--- config.mk ---
export PLATFORM = sky130hd
export DESIGN_NAME = alu_matrix_mac_sequencer
export DESIGN_NICKNAME = d
export VERILOG_FILES = /design/src/rtl/alu_matrix_mac_sequencer.sv
export SDC_FILE = /design/constraint.sdc
export NUM_CORES = 1
export LEC_CHECK = 0
export CELL_PAD_IN_SITES_DETAIL_PLACEMENT = 2
export CELL_PAD_IN_SITES_GLOBAL_PLACEMENT = 2
export CORE_AREA = 5 5 358 360
export DETAILED_ROUTE_END_ITERATION = 6
export DIE_AREA = 0 0 363 365
export HOLD_SLACK_MARGIN = 0.12
export PLACE_DENSITY = 0.77
export SLEW_MARGIN = 20
export SYNTH_ARGS = -nofsm -noshare
export SYNTH_HDL_FRONTEND = slang
export SYNTH_SLANG_ARGS = --single-unit
--- constraint.sdc ---
create_clock -name clk -period 11.85 [get_ports clk]
set_input_delay 1.185 -clock clk [delete_from_list [all_inputs] [get_ports clk]]
set_output_delay 1.185 -clock clk [all_outputs]
set_load 0.05 [all_outputs]
--- src/rtl/alu_matrix_mac_sequencer.sv ---
// alu_matrix_mac_sequencer: sequential signed NxN matrix multiply C = A x B on one shared MAC.
// Runtime dimension, wrap/saturate result modes, start/busy/done handshake.
module alu_matrix_mac_sequencer #(
    parameter int N     = 5,
    parameter int W     = 8,
    parameter int ACC_W = 2*W+$clog2(N),
    parameter int DW    = $clog2(N+1)
) (
    input  logic             clk,
    input  logic             rst_n,
    input  logic             start_i,
    input  logic [DW-1:0]    dim_i,
    input  logic             sat_en_i,
    input  logic [N*N*W-1:0] a_flat_i,
    input  logic [N*N*W-1:0] b_flat_i,
    output logic [N*N*W-1:0] c_flat_o,
    output logic             busy_o,
    output logic             done_o,
    output logic             overflow_flag_o
);
    typedef enum logic [1:0] {IDLE, MAC, DONE} state_t;
    // Packed [row][col][bit] matches the row-major flat bus layout exactly.
    typedef logic [N-1:0][N-1:0][W-1:0] mat_t;

    state_t                   state_q, state_d;
    mat_t                     a_q, a_d, b_q, b_d, c_q, c_d;
    logic [DW-1:0]            d_q, d_d, i_q, i_d, j_q, j_d, k_q, k_d;
    logic                     sat_q, sat_d, ovf_q, ovf_d;
    logic signed [ACC_W-1:0]  acc_q, acc_d, sum;
    logic signed [2*W-1:0]    prod;
    logic [ACC_W-W:0]         sum_hi;
    logic [DW-1:0]            dim_eff;
    logic [W-1:0]             sat_val;
    logic                     accept, last_k, last_j, last_i, sum_ovf;

    assign accept  = (state_q == IDLE) && start_i;
    assign dim_eff = (dim_i == '0 || dim_i > DW'(N)) ? DW'(N) : dim_i;
    assign last_k  = k_q == d_q - DW'(1);
    assign last_j  = j_q == d_q - DW'(1);
    assign last_i  = i_q == d_q - DW'(1);
    assign prod    = $signed(a_q[i_q][k_q]) * $signed(b_q[k_q][j_q]);
    assign sum     = acc_q + {{(ACC_W-2*W){prod[2*W-1]}}, prod};
    // The sum fits in W signed bits only when every bit above the W-bit sign bit matches it.
    assign sum_hi  = sum[ACC_W-1:W-1];
    assign sum_ovf = !((&sum_hi) || !(|sum_hi));
    assign sat_val = sum[ACC_W-1] ? {1'b1, {(W-1){1'b0}}} : {1'b0, {(W-1){1'b1}}};

    always_ff @(posedge clk or negedge rst_n) begin
        if (!rst_n) begin
            state_q <= IDLE;
        end else begin
            state_q <= state_d;
        end
    end

    always_comb begin
        state_d = state_q == IDLE ? (start_i ? MAC : IDLE)
                : state_q == MAC  ? ((last_k && last_j && last_i) ? DONE : MAC)
                : IDLE;
    end

    always_comb begin
        busy_o          = state_q == MAC;
        done_o          = state_q == DONE;
        c_flat_o        = c_q;
        overflow_flag_o = ovf_q;
    end

    always_comb begin
        a_d   = a_q;
        b_d   = b_q;
        c_d   = c_q;
        d_d   = d_q;
        sat_d = sat_q;
        ovf_d = ovf_q;
        acc_d = acc_q;
        i_d   = i_q;
        j_d   = j_q;
        k_d   = k_q;
        if (accept) begin
            a_d   = a_flat_i;
            b_d   = b_flat_i;
            c_d   = '0;
            d_d   = dim_eff;
            sat_d = sat_en_i;
            ovf_d = 1'b0;
            acc_d = '0;
            i_d   = '0;
            j_d   = '0;
            k_d   = '0;
        end else if (state_q == MAC) begin
            k_d   = last_k ? '0 : k_q + DW'(1);
            j_d   = last_k ? (last_j ? '0 : j_q + DW'(1)) : j_q;
            i_d   = (last_k && last_j) ? (last_i ? '0 : i_q + DW'(1)) : i_q;
            acc_d = last_k ? '0 : sum;
            if (last_k) begin
                c_d[i_q][j_q] = (sum_ovf && sat_q) ? sat_val : sum[W-1:0];
                ovf_d         = ovf_q | sum_ovf;
            end
        end
    end

    always_ff @(posedge clk or negedge rst_n) begin
        if (!rst_n) begin
            a_q   <= '0;
            b_q   <= '0;
            c_q   <= '0;
            d_q   <= '0;
            sat_q <= 1'b0;
            ovf_q <= 1'b0;
            acc_q <= '0;
            i_q   <= '0;
            j_q   <= '0;
            k_q   <= '0;
        end else begin
            a_q   <= a_d;
            b_q   <= b_d;
            c_q   <= c_d;
            d_q   <= d_d;
            sat_q <= sat_d;
            ovf_q <= ovf_d;
            acc_q <= acc_d;
            i_q   <= i_d;
            j_q   <= j_d;
            k_q   <= k_d;
        end
    end
endmodule

==> Word-level counts from Yosys, hierarchy flattened <==
Index checks and enable logic that the tools add are counted.
{ "classes": {"order_cmp": 6, "muxes": 40, "addsub": 5, "n_reduce_logical": 19, "eq_ne": 5, "bitwise": 1, "n_mul": 1} }
{ "ops": {"columns": ["cell", "n"], "rows": [
  ["$mux 200", 3],
  ["$bmux 40 s3", 2],
  ["$bwmux 200", 1],
  ["$demux 40 s3", 1],
  ["$mux 40", 3],
  ["$mux 19", 3],
  ["$bmux 8 s3", 2],
  ["$mux 8", 5],
  ["$mux 3", 12],
  ["$demux 8 s3", 1],
  ["$add 19x19->19", 1],
  ["$mul 8x8->16", 1],
  ["$lt 3x4->1 const B", 3],
  ["$reduce_and 12->1", 1],
  ["$reduce_or 12->1", 1],
  ["$add 3x1->3 const B", 3],
  ["$eq 3x3->1", 3],
  ["$ge 3x1->1 const B", 2],
  ["$logic_and 1x1->1", 6],
  ["$mux 2", 3],
  ["$reduce_bool 2->1", 3],
  ["$mux 1", 4],
  ["$reduce_and 2->1", 2],
  ["$gt 3x3->1 const B", 1],
  ["8 further kinds", 10]
]} }
{ "word_totals": {"ff_bits": 635, "input_bits": 407, "out_inout_bits": 203, "word_cells": 160} }

==> Depth between registers and ports, before layout <==
Gate-level depths: netlist (run 1).
{ "depth": {"ltp_word": 16, "mapped_depth": 42, "ltp_nobuf": 37} }

==> Least setup slack after synthesis (run 1) <==
Ideal clock, no wire load.
{ "synth_path": {"kind": "register to register", "startpoint": "reg i_q[0]", "endpoint": "reg c_q (netlist bit c_flat_o[18])", "setup_time_ns": 0.121, "arrival_ns": 8.233, "n_path_buf": 5, "path_slack_ns": 3.496, "path_stages_with_launch": 37, "t_required_ns": 11.729, "period_less_slack_ns": 8.354, "path_cell_list": "dfrtp_1 buf_2 buf_2 nor3_1 clkbuf_1 a221oi_1 mux4_2 nor2_1 a21oi_1 or2_2 fa_1 fa_1 inv_1 fa_1 inv_1 fa_1 inv_1 ha_1 a21o_1 a21oi_1 nand2_1 nand3_1 and2_1 o21ai_0 xor2_1 ha_1 a21oi_2 o21ai_0 a311oi_1 o31ai_2 xor2_1 xnor2_1 a211o_2 buf_6 and3_1 buf_6 a22o_1"} }
{ "synth_via": {"elab_chain_len": 16, "word_cells_on_any_way": 23, "cone_classes": "1 x add/sub; 1 x mul; 2 x order compare; 12 x mux; 7 x reduce/logical"} }
{ "synth_lines": {"columns": ["element", "line_no", "source"], "rows": [
  ["start, declared", "27", "logic [DW-1:0] d_q, d_d, i_q, i_d, j_q, j_d, k_q, k_d;"],
  ["start signal, assigned", "123", "i_q <= i_d;"],
  ["$bmux 40 s3", "41", "assign prod = $signed(a_q[i_q][k_q]) * $signed(b_q[k_q][j_q]);"],
  ["$mux 40 (implied by the code)", "41", null],
  ["$bmux 8 s3", "41", null],
  ["$mux 8 (implied by the code)", "41", null],
  ["$mul 8x8->16", "41", null],
  ["$add 19x19->19", "42", "assign sum = acc_q + {{(ACC_W-2*W){prod[2*W-1]}}, prod};"],
  ["$reduce_or 12->1", "45", "assign sum_ovf = !((&sum_hi) || !(|sum_hi));"],
  ["$logic_not 1->1", "45", null],
  ["$logic_or 1x1->1", "45", null],
  ["$logic_not 1->1", "45", null],
  ["$logic_and 1x1->1", "97", "c_d[i_q][j_q] = (sum_ovf && sat_q) ? sat_val : sum[W-1:0];"],
  ["$mux 8", "97", null],
  ["$bwmux 200 *", "97", null],
  ["$mux 200 *", "96", "if (last_k) begin"],
  ["$mux 200 *", "91", "end else if (state_q == MAC) begin"],
  ["$mux 200 *", "80", "if (accept) begin"],
  ["end signal, assigned", "107", "c_q <= '0;"],
  ["end signal, assigned", "118", "c_q <= c_d;"],
  ["end, declared", "26", "mat_t a_q, a_d, b_q, b_d, c_q, c_d;"]
]} }
Mark *: on every way between the ends. The rest lies on a longest branch, timed or not. The select of a mux whose other input is x is not followed.
A chain may end at the register's enable or synchronous reset.

==> Worst setup path after layout (run 1) <==
{ "layout_path": {"startpoint": "reg i_q[0]", "endpoint": "reg c_q (netlist bit c_flat_o[124])"} }
Same word-level chain as after synthesis.

==> results.md, run 1 <==
* Compound-gate portion of the synthesized area at 10.00%
* CP endpoint kind: flip-flop
* Setup Fix Bufs, Post-CTS at 0
* Area grow syn2layout at 33.73%
* CTS clk-pin slew, worst paths at around 0.060 ns
* Layout Nets at 4438
* Crit path kind: flip-flop to flip-flop
* Post-synthesis area per instance at just over 9 sq um
* Mux cell area share after synthesis at ~6.0%
* Pre-antenna DRT Iters at 5
* Simple-Gate Fraction of Synth Area at between 20% and 30%
* H-tree depth at 3
* Synthesized flop and latch total at between 600 and 700
* Hold Path Class: flip-flop to flip-flop
* Async S/R FF share, synth at between 90% and 100%
* Deepest clock path buffer count at 3
* Core area at 124800 sq um
* RSZ-0062 raised after global routing: false
* Net Count, Synth at 3898
* Largest family of logic cells by synthesized area: simple AND/OR/NAND/NOR gates
* Vias per Instance at between 4 and 5
* Commonest non-fill, non-tap cell in the layout: nand2_1
* Hold Fails Final Rpt at 0
* Largest net degree at the start of global routing at between 200 and 250
* Critical path launch point type: flip-flop
* Cell Area, Placed at a little under 40000 sq um
* Vias at approximately 27000
* CP arrival at approximately 11 ns
* Worst EP required at between 10 and 15 ns
* DRC at 0
* Die width at about 360 um
* Seq. cell area at 15910 sq um
* Status: completed
* Commonest cells after routing, fill and taps aside: 1406 x nand2_1, 628 x dfrtp_1, 608 x clkdlybuf4s50_1
* Pins over their slew limit at 0
* CTS root buf: clkbuf_16
* Worst path max stage delay at roughly 0.9 ns
* Post-Synth XOR/XNOR Area at 1.216%
* # IOs at 610
* DRT iter0 DRCs at around 1500
* Synth cell types at between 60 and 70
* Post-CTS Hold Fix Bufs at 0
* Gr ovfl total at 0
* Number of flops mapped to enable cells by yosys at 0
* Post-layout instance area at just over 40000 sq um
* Crit path buf inv count at 3
* Final Wtd Congestion at between 0.8 and 0.9
* # setup viols final at 0
* CTS tree: built
* Total CTS buffers at 78
* GRT Overall Usage at 19.71%
* CTS resizes at 0
* Final worst path period need at ~11 ns
* Top delay family on crit path: compound AO/OA/AOI/OAI gates
* Starting density of the core at 24.82%
* Slowest-stage cell, CP: and2_0
* First-pass GRT wire length at about 200000 um
* Worst Tran Pin Value at between 1 and 1.5 ns
* TNS Setup at 0 ns
* Clock skew at between 0.06 and 0.07 ns
* Port Buffers at 609
* Vias in the first global route at 29990
* Worst-path fanout max at 16
* Peak Freq at between 90 and 100 MHz
* Fraction of final layout cells with drive strength greater than 1 at under 10%
* Routed len/inst at 23.77 um
* Cell Area, Synth at a little over 30000 sq um
* Synth Area in Adders at between 5 and 6%
* Row count at 130
* Synth warn at 0
* MaxCap Viol Count at 0
* Die height at about 370 um
* Synthesized instance count at between 3000 and 4000
* DP HPWL at roughly 100000 um
* DRT antenna net count at 0
* Worst-Skew Late Latency at just under 0.7 ns
* Multi-input gate area at 13990 sq um
* Initial antenna violation count at 26
* # clock sinks at around 640
* Final cycle utilization of the critical path at between 90% and 100%
* Seq/Total Area, Yosys at 51.32%
* Die area at between 100000 and 150000 sq um
* Ys flop type: dfrtp_1
* Worst rel slew slack at between 10% and 20%
* WL final at 134300 um
* FILL cells at 13730
-- flip-flops by register name (all words and copies together), names as in the netlist --
| signal | cells |
|---|---|
| b_q | 200 |
| state_q | 2 |
| sat_q | 1 |
| a_q | 200 |
| acc_q | 19 |
| i_q | 3 |
| j_q | 3 |
| overflow_flag_o | 1 |
| k_q | 3 |
| d_q | 3 |
| c_flat_o | 200 |
-- layer usage --
layer  track usage [%]  up-vias  routed length (um)
li1                  -    12180                   -
met1             25.36    13880               58090
met2             33.38      698               64570
met3             4.271      175                7754
met4             5.913       18                3729
met5                 0        -                 109
-- path summary, 6_finish.rpt --
| check | start | end | slack, ns | cells after the start |
|---|---|---|---|---|
| min reg2reg | b_q[30] | b_q[30] | 0.47 | 2 |
| min in group asynchronous | rst_n | c_flat_o[81] | 0.61 | 1 |
| min | b_q[30] | b_q[30] | 0.47 | 2 |
| max | i_q[0] | c_flat_o[124] | 1.11 | 32 |
| max in group asynchronous | rst_n | i_q[0] | 9.13 | 3 |
| max reg2reg | i_q[0] | c_flat_o[124] | 1.11 | 32 |
-- cells in the mapped netlist (13+ instances only) --
library cell / n / share of area, %
nand2_1: 1407 / 17
nand3_1: 25 / 0.40
buf_2: 29 / 0.47
mux2i_1: 74 / 2.4
inv_1: 97 / 1.2
dfrtp_1: 635 / 51
nor2_1: 154 / 1.9
fa_1: 56 / 3.6
clkbuf_1: 133 / 1.6
a22o_1: 74 / 2.1
xnor2_1: 33 / 0.93
a221oi_1: 19 / 0.54
nor2b_1: 24 / 0.48
or2_2: 14 / 0.28
ha_1: 52 / 2.1
a22oi_1: 13 / 0.32
a21oi_1: 79 / 1.3
o21ai_0: 193 / 3.1
nor3_1: 19 / 0.31
mux4_2: 46 / 3.3
-- tightest hold or removal path, stage by stage (launching register included) --
cell     delay, ns
dfrtp_1       0.33
nand2_1       0.05
nand2_1       0.05
-- logic make-up (layout without fill, tap and decap cells) --
family,count (synthesis),after routing
AO/OA/AOI/OAI,478,478
XOR/XNOR,43,43
adder cells (fa/ha/maj),108,108
buffers and inverters,282,884
flip-flops,635,635
multiplexers,126,126
other,0,12
AND/OR/NAND/NOR,1711,1711
-- through the flow --
| stage | hold WS, ns | std cells | setup slack, ns | utilization [%] |
|---|---|---|---|---|
| floorplan | 0.4401 | 3383 | 3.496 | - |
| global placement | 0.4527 | 5493 | 1.496 | 31.05 |
| detailed placement | 0.4575 | 5493 | 1.079 | 31.06 |
| CTS | 0.4720 | 5635 | 1.048 | 33.16 |
| global route | 0.4922 | 5639 | 0.3689 | 33.18 |
| finish | 0.4686 | 5647 | 1.114 | 33.19 |
-- layout make-up --
cell class                 instances  share of cell area [%]
antenna                           12                 0.07252
clock buffer                     116                   5.397
clock inverter                    26                  0.9427
inverter                          97                  0.8793
multi-input combinational       2466                   33.79
sequential                       635                   38.41
tap                             1650                   4.986
timing repair buffer             645                   15.52
Power of run 1 is left out: the tool's default activity adds up to more than one toggle a clock period on the data nets, which glitch-free logic cannot reach.
==> run 2: changes to the inputs <==
CORE_AREA = 4 4 357 359   (was 5 5 358 360)
DIE_AREA = 0 0 361 363   (was 0 0 363 365)
==> run 2 against run 1 <==
Net effect:
- sequential cell count unchanged
- non-clock buffer count is 5 higher
- clock-buffer cell count fell by 2
- critical endpoint is now c_flat_o[189]
- worst hold slack worse by 0.010 ns
- first-iteration DRC count is 3.8% higher
- register-to-register slack improved by 0.18 ns
- clock skew down 0.042 ns
- sequential share of layout area about the same
- die area fell by 1.1%
- global-route usage is 0.25 points higher
- wire length decreased by 0.33%
==> results.md, run 2 (synthesis gave the netlist of run 1 again) <==
* Area grow syn2layout at 33.64%
* Post-layout instance area at 41380 sq um
* Vias in the first global route at 29810
* Pre-antenna DRT Iters at 5
* Cell Area, Placed at between 30000 and 40000 sq um
* Commonest non-fill, non-tap cell in the layout: nand2_1
* CP endpoint kind: flip-flop
* Pins over their slew limit at 0
* Setup Fix Bufs, Post-CTS at 0
* DP HPWL at 99410 um
* # IOs at a little over 600
* DP Cell Count at ~5500
* Status: completed
* Initial antenna violation count at 17
* Worst Tran Pin Value at roughly 1.2 ns
* # setup viols final at 0
* Vias at roughly 27000
* Final worst path period need at approximately 11 ns
* CP arrival at between 10 and 15 ns
* TNS Setup at 0 ns
* Layout Nets at 4444
* Commonest cells after routing, fill and taps aside: 1406 x nand2_1, 628 x dfrtp_1, 608 x clkdlybuf4s50_1
* Final cycle utilization of the critical path at about nine tenths
* Clock skew at 0.02681 ns
* Gr ovfl total at 0
* Worst rel slew slack at between 10% and 20%
* MaxCap Viol Count at 0
* CTS tree: built
* Die height at about 360 um
* Top layer in use: met5
* Worst path max stage delay at roughly 0.89 ns
* Final cell count without fillers at ~5600
* Hold Path Class: primary input to asynchronous set/reset pin
* Routed len/inst at 23.73 um
* Die area at approximately 130000 sq um
* Row count at between 100 and 150
* GRT Overall Usage at 19.96%
* Fraction of final layout cells with drive strength greater than 1 at 6.864%
* CTS clk-pin slew, worst paths at roughly 0.06 ns
* Worst-path fanout max at 26
* CTS root buf: clkbuf_16
* FILL cells at around 14000
* Crit path kind: flip-flop to flip-flop
* WL met2 at 65270 um
* First-pass GRT wire length at between 150000 and 200000 um
* Fin util at about a third
* DRT antenna net count at 0
* CTS resizes at 0
* Largest net degree at the start of global routing at between 200 and 250
* Peak Freq at 94.69 MHz
* Worst-Skew Late Latency at 0.64 ns
* Die width at about 360 um
* Slowest-stage cell, CP: nor2_2
* Post-CTS Hold Fix Bufs at 0
* H-tree depth at 3
* Metal3 WL at 6598 um
* Port Buffers at 609
* Hold Fails Final Rpt at 0
* Vias per Instance at between 4 and 5
* Worst EP required at ~12 ns
* WL final at around 130000 um
* Deepest clock path buffer count at 3
* Total CTS buffers at 79
* DRC at 0
* Core area at 123800 sq um
* Metal-1 WL at 58720 um
* # clock sinks at 635
* Final Wtd Congestion at ~0.8
* Critical path launch point type: flip-flop
* Starting density of the core at between 20% and 30%
* DRT iter0 DRCs at ~1600
* RSZ-0062 raised after global routing: false
-- run 2: cell count changes in the layout (fill, tap and decap cells not counted), moves of 3 or more --
cell        change
clkinv_2        +8
buf_4           +5
clkbuf_8        -3
clkinvlp_4      -3
diode_2         -3
-- run 2: stage by stage --
stage | setup slack, ns | hold slack [ns]
final | 1.289 | 0.4581
after global routing | 0.3741 | 0.4443
after CTS | 1.235 | 0.4750
after detailed placement | 1.370 | 0.4631
after global placement | 1.641 | 0.4535
after floorplan | 3.496 | 0.4401
-- run 2: final cells by class --
class / count / area, sq um / area share (%)
Clock buffer: 114 / 2240 / 5.412
Clock inverter: 30 / 345.3 / 0.8345
Antenna cell: 9 / 22.52 / 0.05443
Sequential cell: 635 / 15910 / 38.44
Inverter: 97 / 364.1 / 0.8799
Tap cell: 1637 / 2048 / 4.950
Timing Repair Buffer: 650 / 6470 / 15.64
Multi-Input combinational cell: 2466 / 13980 / 33.80
-- run 2: critical path, delay by kind of cell (launching register included) --
family	cells	cell delay, ns
AOI/OAI and AO/OA	14	3.71
and+or+nand+nor	7	2.65
adders and majority gates	6	2.61
muxes	1	0.52
buffers and inverters	4	0.43
DFF	1	0.40
xor gates and xnor gates	1	0.11
-- run 2: layer usage --
metal	track usage, %	up-vias
met1	26.06	13910
met4	4.930	12
li1	-	12200
met3	3.601	157
met2	34.36	585
met5	0	-
-- run 2: worst paths after layout --
kind,startpoint,to,slack (ns),cells after the start
worst max-delay path,i_q[2],c_flat_o[189],1.29,33
worst min-delay path,rst_n,c_flat_o[115],0.46,1
worst max register to register,i_q[2],c_flat_o[189],1.29,33
worst min register to register,b_q[13],b_q[13],0.47,2
max in group asynchronous,rst_n,a_q[116],9.09,4
min in group clk,b_q[13],b_q[13],0.47,2
Power of run 2 is left out for the same reason.
==> run 3: changes to the inputs <==
SKIP_LAST_GASP = 1   (was default)
SLEW_MARGIN = default   (was 20)
==> run 3 against run 2 <==
Net effect:
- clock-buffer cell count increased by 3
- register-to-register slack got worse by 0.11 ns
- critical path depth unchanged
- sequential share of layout area about the same
- die area unchanged
- non-clock buffer count decreased by 1
- sequential cell count unchanged
- worst setup slack got worse by 0.11 ns
- final area about the same
==> results.md, run 3 (synthesis gave the netlist of run 1 again) <==
* Status: completed
* Capture point of the worst reg-to-reg path: c_flat_o[187]
* Fraction of final layout cells with drive strength greater than 1 at 6.840%
* DP HPWL at slightly below 100000 um
* Routed len/inst at about 24 um
* Pins over their slew limit at 0
* WL final at between 100000 and 150000 um
* Final worst path period need at about 11 ns
* H-tree depth at 3
* Initial antenna violation count at 18
* Gr ovfl total at 0
* DRC at 0
* Hold EP: b_q[18]
* Pre-antenna DRT Iters at 4
* CTS root buf: clkbuf_16
* Port Buffers at between 600 and 700
* GR met3 Demand/Resource at under 10%
* Layout Nets at ~4400
* Clock skew at around 0.031 ns
* Final Wtd Congestion at 0.8105
* Setup Fix Bufs, Post-CTS at 0
* CTS resizes at 0
* # setup viols final at 0
* Crit path kind: flip-flop to flip-flop
* Worst r2r src: i_q[2]
* MaxCap Viol Count at 0
* Worst R2R Path Depth at 33
* Row count at 129
* Worst rel slew slack at about 18%
* Largest net degree at the start of global routing at 209
* Worst-path fanout max at 26
* Worst EP required at between 10 and 15 ns
* Post-CTS Hold Fix Bufs at 0
* Worst path max stage delay at 0.93 ns
* Hold Fails Final Rpt at 0
* Critical path launch point type: flip-flop
* Worst Tran Pin Value at 1.236 ns
* Peak Freq at ~94 MHz
* Slowest-stage cell, CP: nor2_2
* Vias in the first global route at 29900
* Grt met2 use at between 30% and 40%
* Busiest grt layer: met2
* CP endpoint kind: flip-flop
* TNS Setup at 0 ns
* Final cycle utilization of the critical path at between 90 and 100%
* Met1 global-route usage at 25.97%
* Deepest clock path buffer count at 3
* Die width at between 300 and 400 um
* Worst hold start: b_q[18]
* Core area at ~120000 sq um
* FILL cells at around 14000
* Worst-Skew Late Latency at between 0.6 and 0.7 ns
* Worst R2R Setup Slack at between 1 and 1.5 ns
* CP arrival at roughly 11 ns
* Hold Path Class: flip-flop to flip-flop
* Die height at roughly 360 um
* RSZ-0062 raised after global routing: false
* Die area at approximately 130000 sq um
* Vias per Instance at between 4 and 5
* DRT iter0 DRCs at around 1600
* Vias at around 27000
* Total CTS buffers at 78
* Area grow syn2layout at 33.55%
* First-pass GRT wire length at 199200 um
* # IOs at between 600 and 700
* Hold Path Cell Cnt at 2
* DRT antenna net count at 0
* CTS tree: built
* CTS clk-pin slew, worst paths at 0.06 ns
* Commonest non-fill, non-tap cell in the layout: nand2_1
* Commonest cells after routing, fill and taps aside: 1406 x nand2_1, 628 x dfrtp_1, 608 x clkdlybuf4s50_1
* # clock sinks at roughly 640
* Starting density of the core at between 20 and 30%
* GRT Overall Usage at between 10% and 20%
run 3: cell count changes in the layout (fill, tap and decap cells not counted), sizes merged:
cell / previous run / this run
clkbuf: 114 / 117
diode: 9 / 10
buf: 42 / 41
bufinv: 6 / 5
clkinv: 20 / 16
clkinvlp: 0 / 2
run 3: how the worst max path moves through the flow:
stage | startpoint | endpoint | cells past startpoint
2_1_floorplan | i_q[0] | c_flat_o[18] | 36
5_1_grt | i_q[2] | c_flat_o[187] | 32
6_report | i_q[2] | c_flat_o[187] | 33
3_5_place_dp | i_q[0] | c_flat_o[189] | 31
4_1_cts | i_q[2] | c_flat_o[187] | 32
3_3_place_gp | i_q[0] | c_flat_o[98] | 33
run 3: metal layers:
metal	up-vias	part of all wire, %
li1	12190	-
met1	13880	44
met2	624	48
met3	169	4.6
met4	10	2.6
met5	-	0.063
run 3: final cells by class:
cell class / count / area (sq um) / area share [%]
timing repair buffer: 649 / 6439 / 15.57
clock inverter: 27 / 306.5 / 0.7413
inverter: 97 / 364.1 / 0.8805
multi-input combinational: 2466 / 13970 / 33.79
tap: 1637 / 2048 / 4.953
sequential: 635 / 15910 / 38.46
antenna: 10 / 25.02 / 0.06051
clock buffer: 117 / 2291 / 5.540
run 3: critical path: cells and delay by family, from the launching register on:
family | cells | cell delay [ns]
DFF | 1 | 0.39
buffers and inverters | 4 | 0.42
AOI/OAI and AO/OA | 14 | 3.75
xor gates and xnor gates | 1 | 0.10
muxes | 1 | 0.52
adders and majority gates | 6 | 2.61
and+or+nand+nor | 7 | 2.72
run 3: per-stage QoR:
stage / hold WS, ns / setup WS (ns) / std cells / util [%] / area (sq um)
2_1_floorplan: 0.4401 / 3.496 / 3383 / - / 30960
3_3_place_gp: 0.4535 / 1.641 / 5484 / 31.29 / 38730
3_5_place_dp: 0.4640 / 1.373 / 5484 / 31.29 / 38730
4_1_cts: 0.4788 / 1.187 / 5628 / 33.38 / 41330
5_1_grt: 0.4971 / 0.3371 / 5631 / 33.39 / 41340
6_report: 0.4742 / 1.183 / 5638 / 33.40 / 41350
Power of run 3 is left out for the same reason.
